--- config.mk ---
export PLATFORM = sky130hd
export DESIGN_NAME = spi_frame_tx
export DESIGN_NICKNAME = d
export VERILOG_FILES = /design/src/rtl/lcd_spi_pkg.sv /design/src/rtl/spi_byte_shifter.sv /design/src/rtl/spi_frame_tx.sv
export SDC_FILE = /design/constraint.sdc
export NUM_CORES = 1
export LEC_CHECK = 0
export BUFFER_PORTS_ARGS = -buffer_cell sky130_fd_sc_hd__buf_4
export CAP_MARGIN = 10
export CORE_UTILIZATION = 40
export DETAILED_ROUTE_END_ITERATION = 8
export SLEW_MARGIN = 20
export SYNTH_ARGS = -nofsm -noshare
export SYNTH_HDL_FRONTEND = slang
export SYNTH_SLANG_ARGS = --single-unit
--- constraint.sdc ---
create_clock -name clk -period 10.5 [get_ports clk]
set_input_delay 3.15 -clock clk [delete_from_list [all_inputs] [get_ports clk]]
set_output_delay 3.15 -clock clk [all_outputs]
set_load 0.005 [all_outputs]
--- src/rtl/lcd_spi_pkg.sv ---
// Shared types and defaults for the character-LCD SPI frame transmitter.
// Frame size matches the display fsm output width (out_size/8).
package lcd_spi_pkg;

  typedef enum logic [2:0] {
    ST_IDLE,
    ST_LOAD,
    ST_CHECK,
    ST_SHIFT,
    ST_GAP,
    ST_DONE
  } tx_state_e;

  localparam logic [7:0] NULL_BYTE       = 8'h00;
  localparam logic [7:0] ESC             = 8'h1B;
  localparam int         LCD_FRAME_BYTES = 19;
  localparam int         DEF_SCLK_HALF   = 100;
  localparam int         DEF_BYTE_GAP    = 4000;

  function automatic int cnt_width(input int a, input int b);
    return $clog2((a > b) ? a : b);
  endfunction

endpackage

--- src/rtl/spi_byte_shifter.sv ---
// SCLK divider plus MSB-first byte shifter (SPI mode 0). done is combinational so
// the frame sequencer leaves SHIFT on the same edge as the eighth falling SCLK edge.
module spi_byte_shifter
  import lcd_spi_pkg::*;
#(
  parameter int SCLK_HALF = DEF_SCLK_HALF,
  parameter int CNT_W     = cnt_width(DEF_SCLK_HALF, DEF_BYTE_GAP)
) (
  input  logic       clk,
  input  logic       rst,
  input  logic       start,
  input  logic       clear,
  input  logic [7:0] byte_in,
  output logic       sclk,
  output logic       mosi,
  output logic       done
);

  logic [CNT_W-1:0] div_cnt;
  logic [6:0]       sh;
  logic [2:0]       bit_idx;
  logic             active;
  logic             wrap;

  assign wrap = (div_cnt == CNT_W'(SCLK_HALF - 1));
  assign done = active && wrap && sclk && (bit_idx == 3'd0);

  always_ff @(posedge clk or posedge rst) begin
    if (rst) begin
      div_cnt <= '0;
      sh      <= '0;
      bit_idx <= '0;
      active  <= 1'b0;
      sclk    <= 1'b0;
      mosi    <= 1'b0;
    end else if (clear) begin
      div_cnt <= '0;
      bit_idx <= '0;
      active  <= 1'b0;
      sclk    <= 1'b0;
      mosi    <= 1'b0;
    end else if (start) begin
      sh      <= byte_in[6:0];
      mosi    <= byte_in[7];
      bit_idx <= 3'd7;
      div_cnt <= '0;
      sclk    <= 1'b0;
      active  <= 1'b1;
    end else if (active) begin
      if (wrap) begin
        div_cnt <= '0;
        sclk    <= ~sclk;
        // falling edge: advance to the next bit; after bit 0 mosi holds its value
        if (sclk) begin
          if (bit_idx == 3'd0) begin
            active <= 1'b0;
          end else begin
            bit_idx <= bit_idx - 3'd1;
            mosi    <= sh[6];
            sh      <= {sh[5:0], 1'b0};
          end
        end
      end else begin
        div_cnt <= div_cnt + CNT_W'(1);
      end
    end
  end

endmodule

--- src/rtl/spi_frame_tx.sv ---
// Frame sequencer: latches a packed ASCII frame and sends it byte by byte over SPI
// until a NULL byte or FRAME_BYTES bytes, then pulses end_transmission.
module spi_frame_tx
  import lcd_spi_pkg::*;
#(
  parameter int FRAME_BYTES = LCD_FRAME_BYTES,
  parameter int SCLK_HALF   = DEF_SCLK_HALF,
  parameter int BYTE_GAP    = DEF_BYTE_GAP
) (
  input  logic                     clk,
  input  logic                     rst,
  input  logic                     begin_transmission,
  input  logic                     slave_select,
  input  logic [8*FRAME_BYTES-1:0] data_in,
  output logic                     end_transmission,
  output logic                     busy,
  output logic                     ss_n,
  output logic                     sclk,
  output logic                     mosi
);

  localparam int CNT_W = cnt_width(SCLK_HALF, BYTE_GAP);
  localparam int IDX_W = $clog2(FRAME_BYTES + 1);

  tx_state_e                state;
  logic [8*FRAME_BYTES-1:0] frame_reg;
  logic [IDX_W-1:0]         byte_idx;
  logic [CNT_W-1:0]         gap_cnt;
  logic [7:0]               cur_byte;
  logic                     abort;
  logic                     frame_end;
  logic                     shift_start;
  logic                     byte_done;

  // frame_reg shifts left after each byte, so the current byte is always the top one
  assign cur_byte    = frame_reg[8*FRAME_BYTES-1 -: 8];
  assign abort       = (state != ST_IDLE) && slave_select;
  assign frame_end   = (cur_byte == NULL_BYTE) || (byte_idx == IDX_W'(FRAME_BYTES));
  assign shift_start = (state == ST_CHECK) && !abort && !frame_end;

  spi_byte_shifter #(
    .SCLK_HALF (SCLK_HALF),
    .CNT_W     (CNT_W)
  ) u_shift (
    .clk     (clk),
    .rst     (rst),
    .start   (shift_start),
    .clear   (abort),
    .byte_in (cur_byte),
    .sclk    (sclk),
    .mosi    (mosi),
    .done    (byte_done)
  );

  always_ff @(posedge clk or posedge rst) begin
    if (rst) begin
      state            <= ST_IDLE;
      frame_reg        <= '0;
      byte_idx         <= '0;
      gap_cnt          <= '0;
      ss_n             <= 1'b1;
      busy             <= 1'b0;
      end_transmission <= 1'b0;
    end else begin
      end_transmission <= 1'b0;
      if (abort) begin
        state <= ST_IDLE;
        ss_n  <= 1'b1;
        busy  <= 1'b0;
      end else begin
        case (state)
          ST_IDLE: if (begin_transmission && !slave_select) begin
            frame_reg <= data_in;
            byte_idx  <= '0;
            busy      <= 1'b1;
            state     <= ST_LOAD;
          end
          ST_LOAD: state <= ST_CHECK;
          ST_CHECK: if (frame_end) begin
            ss_n             <= 1'b1;
            end_transmission <= 1'b1;
            state            <= ST_DONE;
          end else begin
            ss_n  <= 1'b0;
            state <= ST_SHIFT;
          end
          ST_SHIFT: if (byte_done) begin
            byte_idx  <= byte_idx + IDX_W'(1);
            frame_reg <= frame_reg << 8;
            gap_cnt   <= '0;
            state     <= ST_GAP;
          end
          ST_GAP: if (gap_cnt == CNT_W'(BYTE_GAP - 1)) state <= ST_CHECK;
                  else gap_cnt <= gap_cnt + CNT_W'(1);
          ST_DONE: begin
            busy  <= 1'b0;
            state <= ST_IDLE;
          end
          default: state <= ST_IDLE;
        endcase
      end
    end
  end

endmodule

# After elaboration in Yosys (flattened, before gate mapping)

Cells that the tools add are included.

Input port bits: 156
Word-level logic and storage cells: 121
Register bits after elaboration: 200
Output and inout bits: 5

Multiplexer cells: 54
Eq/ne operators: 16
Bitwise logic cells: 2
$add $sub $neg: 4
Reductions and logical operators: 32

Operators with widths:

| operator                                        | count |
|---|---|
| 2-to-1 mux 152 bit                              | 2 |
| case mux 152 bit (2 select lines)               | 1 |
| 2-to-1 mux 12 bit                               | 6 |
| 2-to-1 mux 7 bit                                | 5 |
| 2-to-1 mux 3 bit                                | 11 |
| adder 12 x 1 -> 12 bit (second input constant)  | 2 |
| case mux 12 bit (2 select lines)                | 1 |
| 2-to-1 mux 1 bit                                | 23 |
| case mux 3 bit (5 select lines)                 | 1 |
| nonzero test 3 bit                              | 5 |
| == test 12 bit (second input constant)          | 1 |
| == test 12 x 7 -> 1 bit (second input constant) | 1 |
| != test 3 bit (second input constant)           | 4 |
| AND reduction 4 bit                             | 3 |
| nonzero test 2 bit                              | 6 |
| 2-to-1 mux 5 bit                                | 2 |
| case mux 5 bit (2 select lines)                 | 1 |
| zero test 8 bit                                 | 1 |
| != test 2 bit (second input constant)           | 4 |
| logical AND 1 bit                               | 7 |
| == test 3 x 2 -> 1 bit (second input constant)  | 2 |
| == test 3 bit (second input constant)           | 2 |
| zero test 3 bit                                 | 2 |
| adder 5 x 1 -> 5 bit (second input constant)    | 1 |
| other kinds (10)                                | 14 |

# Longest topological paths before layout

Depth in word-level cells: 7
Gate-level depth with buffers: 10
Mapped depth without buffers: 7

# Modules after synthesis

Synthesis repeated with hierarchy kept, for this count alone.

Cell total of the unflattened synthesis: 957
Area total of the unflattened synthesis: 9572.9 um^2

By module, submodules not included:

| module           | seq. area each (um^2) | times used | cells an instance | area each (um^2) |
|---|---|---|---|---|
| spi_frame_tx     | 4380.5                | 1          | 804               | 8156.6 |
| spi_byte_shifter | 625.6                 | 1          | 153               | 1416.4 |

# Worst setup path after synthesis

No wires, ideal clock.

Path type: in2reg
From: in slave_select
To: reg gap_cnt[10]
Arrival: 4.599 ns
Path buffers: 1
Data required time: 10.371 ns
Stages: 6
Setup time: 0.129 ns
Slack: 5.772 ns
Path through: clkbuf_1 > or4b_1 > a31oi_2 > a31oi_1 > o21ai_0 > o31ai_1

Cells in the longest elaborated chain, start to end: 3

Ends and longest elaborated chain:

| what                          | RTL line           | source |
|---|---|---|
| from (decl)                   | spi_frame_tx.sv:13 | `input logic slave_select,` |
| logical AND 1 bit             | spi_frame_tx.sv:37 | `assign abort = (state != ST_IDLE) && slave_select;` |
| inverter 1 bit (no line)      | n/a                |  |
| AND reduction 4 bit (no line) | n/a                |  |
| to (signal assigned)          | spi_frame_tx.sv:94 | `else gap_cnt <= gap_cnt + CNT_W'(1);` |
| to (decl)                     | spi_frame_tx.sv:28 | `logic [CNT_W-1:0] gap_cnt;` |

Every way passes these cells.
A chain may end at the register's enable or synchronous reset.

# Final worst setup path

From: in begin_transmission
To: reg frame_reg[120]

Cells in the longest elaborated chain, start to end: 3

Ends and longest elaborated chain:

| what                          | RTL line           | source |
|---|---|---|
| from (decl)                   | spi_frame_tx.sv:12 | `input logic begin_transmission,` |
| logical AND 1 bit             | spi_frame_tx.sv:72 | `ST_IDLE: if (begin_transmission && !slave_select) begin` |
| != test 2 bit (no line)       | n/a                |  |
| AND reduction 4 bit (no line) | n/a                |  |
| to (signal assigned)          | spi_frame_tx.sv:73 | `frame_reg <= data_in;` |
| to (signal assigned)          | spi_frame_tx.sv:89 | `frame_reg <= frame_reg << 8;` |
| to (decl)                     | spi_frame_tx.sv:26 | `logic [8*FRAME_BYTES-1:0] frame_reg;` |

Every way passes these cells.

==> key figures <==
Timing
  • Final Hold Viols: 0
  • Fmax: 178 MHz
  • Slew headroom: 21.4%
  • Slew Limit Fails: 0
  • TNS Setup: 0 ns
  • Fin crit share: 53.4%
  • Setup Skew: 0.0145 ns
  • Final min period: 5.61 ns
  • Final count of negative-setup-slack endpoints: 0
  • Worst Tran Pin Value: 1.18 ns
  • RSZ-0062 raised after global routing: false

Placement
  • Placed Instance Area: 11000 µm²
  • Buffers on Ports: 160
  • Dpl hpwl: 15000 µm
  • GPL Wtd Cong: 0.793

Synth
  • #FFs+latches synth: 200
  • Synth area leader: dfrtp_1
  • Synthesized net count: 1105
  • Yosys cell types: 54
  • Main combinational cell family by area after synthesis: compound AO/OA/AOI/OAI gates
  • Most used DFF post-synth: dfrtp_1
  • Number of synthesized flops with an enable pin: 0
  • Mux contribution to synthesized area: 16.5%
  • Synth Area in Adders: 0.645%
  • Post-synthesis simple-gate area fraction: 6.64%
  • Syn Inst Count: 944
  • Synth area leaders: dfrtp_1 51%, o21ai_0 16%, mux2i_1 15%
  • Mapped Area: 9690 µm²
  • Xor/xnor cell area share of the yosys netlist: 1.08%
  • Post-synthesis compound-gate area fraction: 19.6%
  • Ys Warns: 0
  • Synth Area per Inst: 10.3 µm²
  • Post-synthesis sequential area ratio: 51.7%
  • Asr flop ratio synth: 100%
  • Yosys top cell area share: 51.4%

Global route
  • Vias in the first global route: 7409
  • GRT Total Usage: 20.1%
  • Total grt overflow: 0
  • First-pass GRT wire length: 39100 µm
  • Largest net degree at the start of global routing: 146
  • Initial antenna violation count: 0

Pwr
  • Clock share of power: 24.9%
  • Seq pwr share: 46.4%
  • Switching share of power: 34.4%
  • Leak pwr: 5.86 nW
  • VDD IR max: 153 µV
  • Power per Cell Area: 232 nW/µm²
  • Internal: 1.77 mW
  • Switching Power: 929 µW
  • Comb pwr share: 28.8%

Critical path
  • CP Class: input pin to flip-flop
  • Worst setup EP type: flip-flop
  • Critical Path RT: 10.78 ns
  • Arr. time, crit path: 5.89 ns
  • Worst-path maximum fanout: 83
  • Crit path launch type: input pin

Clock network
  • Clk sinks: 200
  • Worst-path clk slew: 0.08 ns
  • Num CTS Buffers: 17
  • CTS resizes: 0
  • Clock Latency Late Sink: 0.44 ns
  • CTS tree: yes
  • Clock root buffer: clkbuf_16
  • Post-CTS setup buffers: 0
  • Hold_buf cts: 0
  • # H-tree levels: 4
  • Max Root-Sink Buffers: 2

Detailed routing
  • Total number of vias: 7462
  • Residual DRC count: 0
  • Drt pass-1 iters: 5
  • Post-Route WL: 24200 µm
  • Vias per cell: 5.39
  • Routed len/inst: 17.5 µm
  • Antenna-violating nets left: 0
  • Initial DRC count: 551

Floorplan
  • Die Wd: 158 µm
  • Core Region: 23600 µm²
  • Die Y-Extent: 158 µm
  • # IOs: 161
  • Site Rows: 56
  • Die area: 24900 µm²
  • Initial Util: 41.0%

Layout
  • Area growth, synth to finish: 19.9%
  • Most common cell after layout, fill and taps aside: o21ai_0
  • Cell area after layout: 11600 µm²
  • Max reg flops: 152
  • Number of diodes: 0
  • Commonest cells after routing, fill and taps aside: 313 x o21ai_0, 199 x dfrtp_1, 164 x buf_4, 146 x mux2i_1, 34 x nor2_1
  • Fraction of layout cells with a size suffix above 1: 20.5%
  • Nets@finish: 1214

Outcome
  • Status: finished clean

Min path
  • HP Class: flip-flop to flip-flop

Flow run
  • Number of max-cap violations: 0
cell type report:
class,count,area [µm²]
flip-flops and latches,200,5010
inverters,10,45.0
clock buffers,19,443
multi-input cells,659,4320
repair buffers,165,1250
fillers,2258,12000
clock inverters,13,155
well taps,319,399
worst max-delay path, cell delays in order:
cell	delay [ns]
buf_4	0.13
and2_1	0.18
a21oi_4	0.73
or2_4	0.70
buf_4	0.72
o21ai_0	0.23
power groups by stage:
stage | Clock (mW) | Combinational, mW | Sequential [mW]
6_report | 0.671 | 0.777 | 1.25
5_1_grt | 0.714 | 0.885 | 1.29
4_1_cts | 0.688 | 0.789 | 1.25
3_5_place_dp | 0 | 0.786 | 1.27
3_3_place_gp | 0 | 0.769 | 1.26
2_1_floorplan | 0 | 0.627 | 1.19
synthesized netlist by cell type, types with 4 or more instances:
cell type / number
xor2_1: 9
nand2_1: 23
mux2i_1: 146
inv_1: 10
nor2_1: 34
nand3_1: 15
a21oi_1: 20
ha_1: 5
a22o_1: 8
buf_6: 5
a31oi_1: 5
or3_1: 5
nand4_1: 11
dfrtp_1: 199
o21ai_0: 313
nor4_1: 4
clkbuf_1: 58
and3_1: 6
nor3_1: 4
mux2_2: 12
clkbuf_2: 5
kinds of logic after synthesis:
| family | Yosys count |
|---|---|
| simple gates | 122 |
| compound gates | 362 |
| xor+xnor | 12 |
| buf+inv | 85 |
| flops | 200 |
| fa+ha+maj | 5 |
| mux | 158 |
path summary, 6_finish.rpt:
kind / startpoint / end / slack [ns] / depth (start not counted)
max: begin_transmission / frame_reg[120] / 4.89 / 6
min: frame_reg[82] / frame_reg[82] / 0.51 / 2
max reg2reg: u_shift.div_cnt[0] / frame_reg[120] / 6.66 / 7
min reg2reg: frame_reg[82] / frame_reg[82] / 0.51 / 2
max in group asynchronous: rst / u_shift.sh[1] / 6.09 / 3
min in group asynchronous: rst / frame_reg[23] / 2.89 / 2
routing by layer:
metal  track usage [%]  part of all wire, %
met3              6.27                  6.0
met4              4.16                 0.65
met5                 0                    0
met2              32.4                   49
met1              26.4                   45
stage by stage:
stage          setup slack [ns]  hold slack, ns  util [%]  total power [mW]  instances
2_1_floorplan              1.90           0.438         -              1.82        944
3_3_place_gp               4.42           0.467      46.7              2.03       1353
3_5_place_dp               4.39           0.490      46.7              2.05       1353
4_1_cts                    4.85           0.506      49.2              2.73       1385
5_1_grt                    4.66           0.522      49.2              2.89       1385
6_report                   4.89           0.507      49.2              2.70       1385
(Power assumes the default switching activity.)
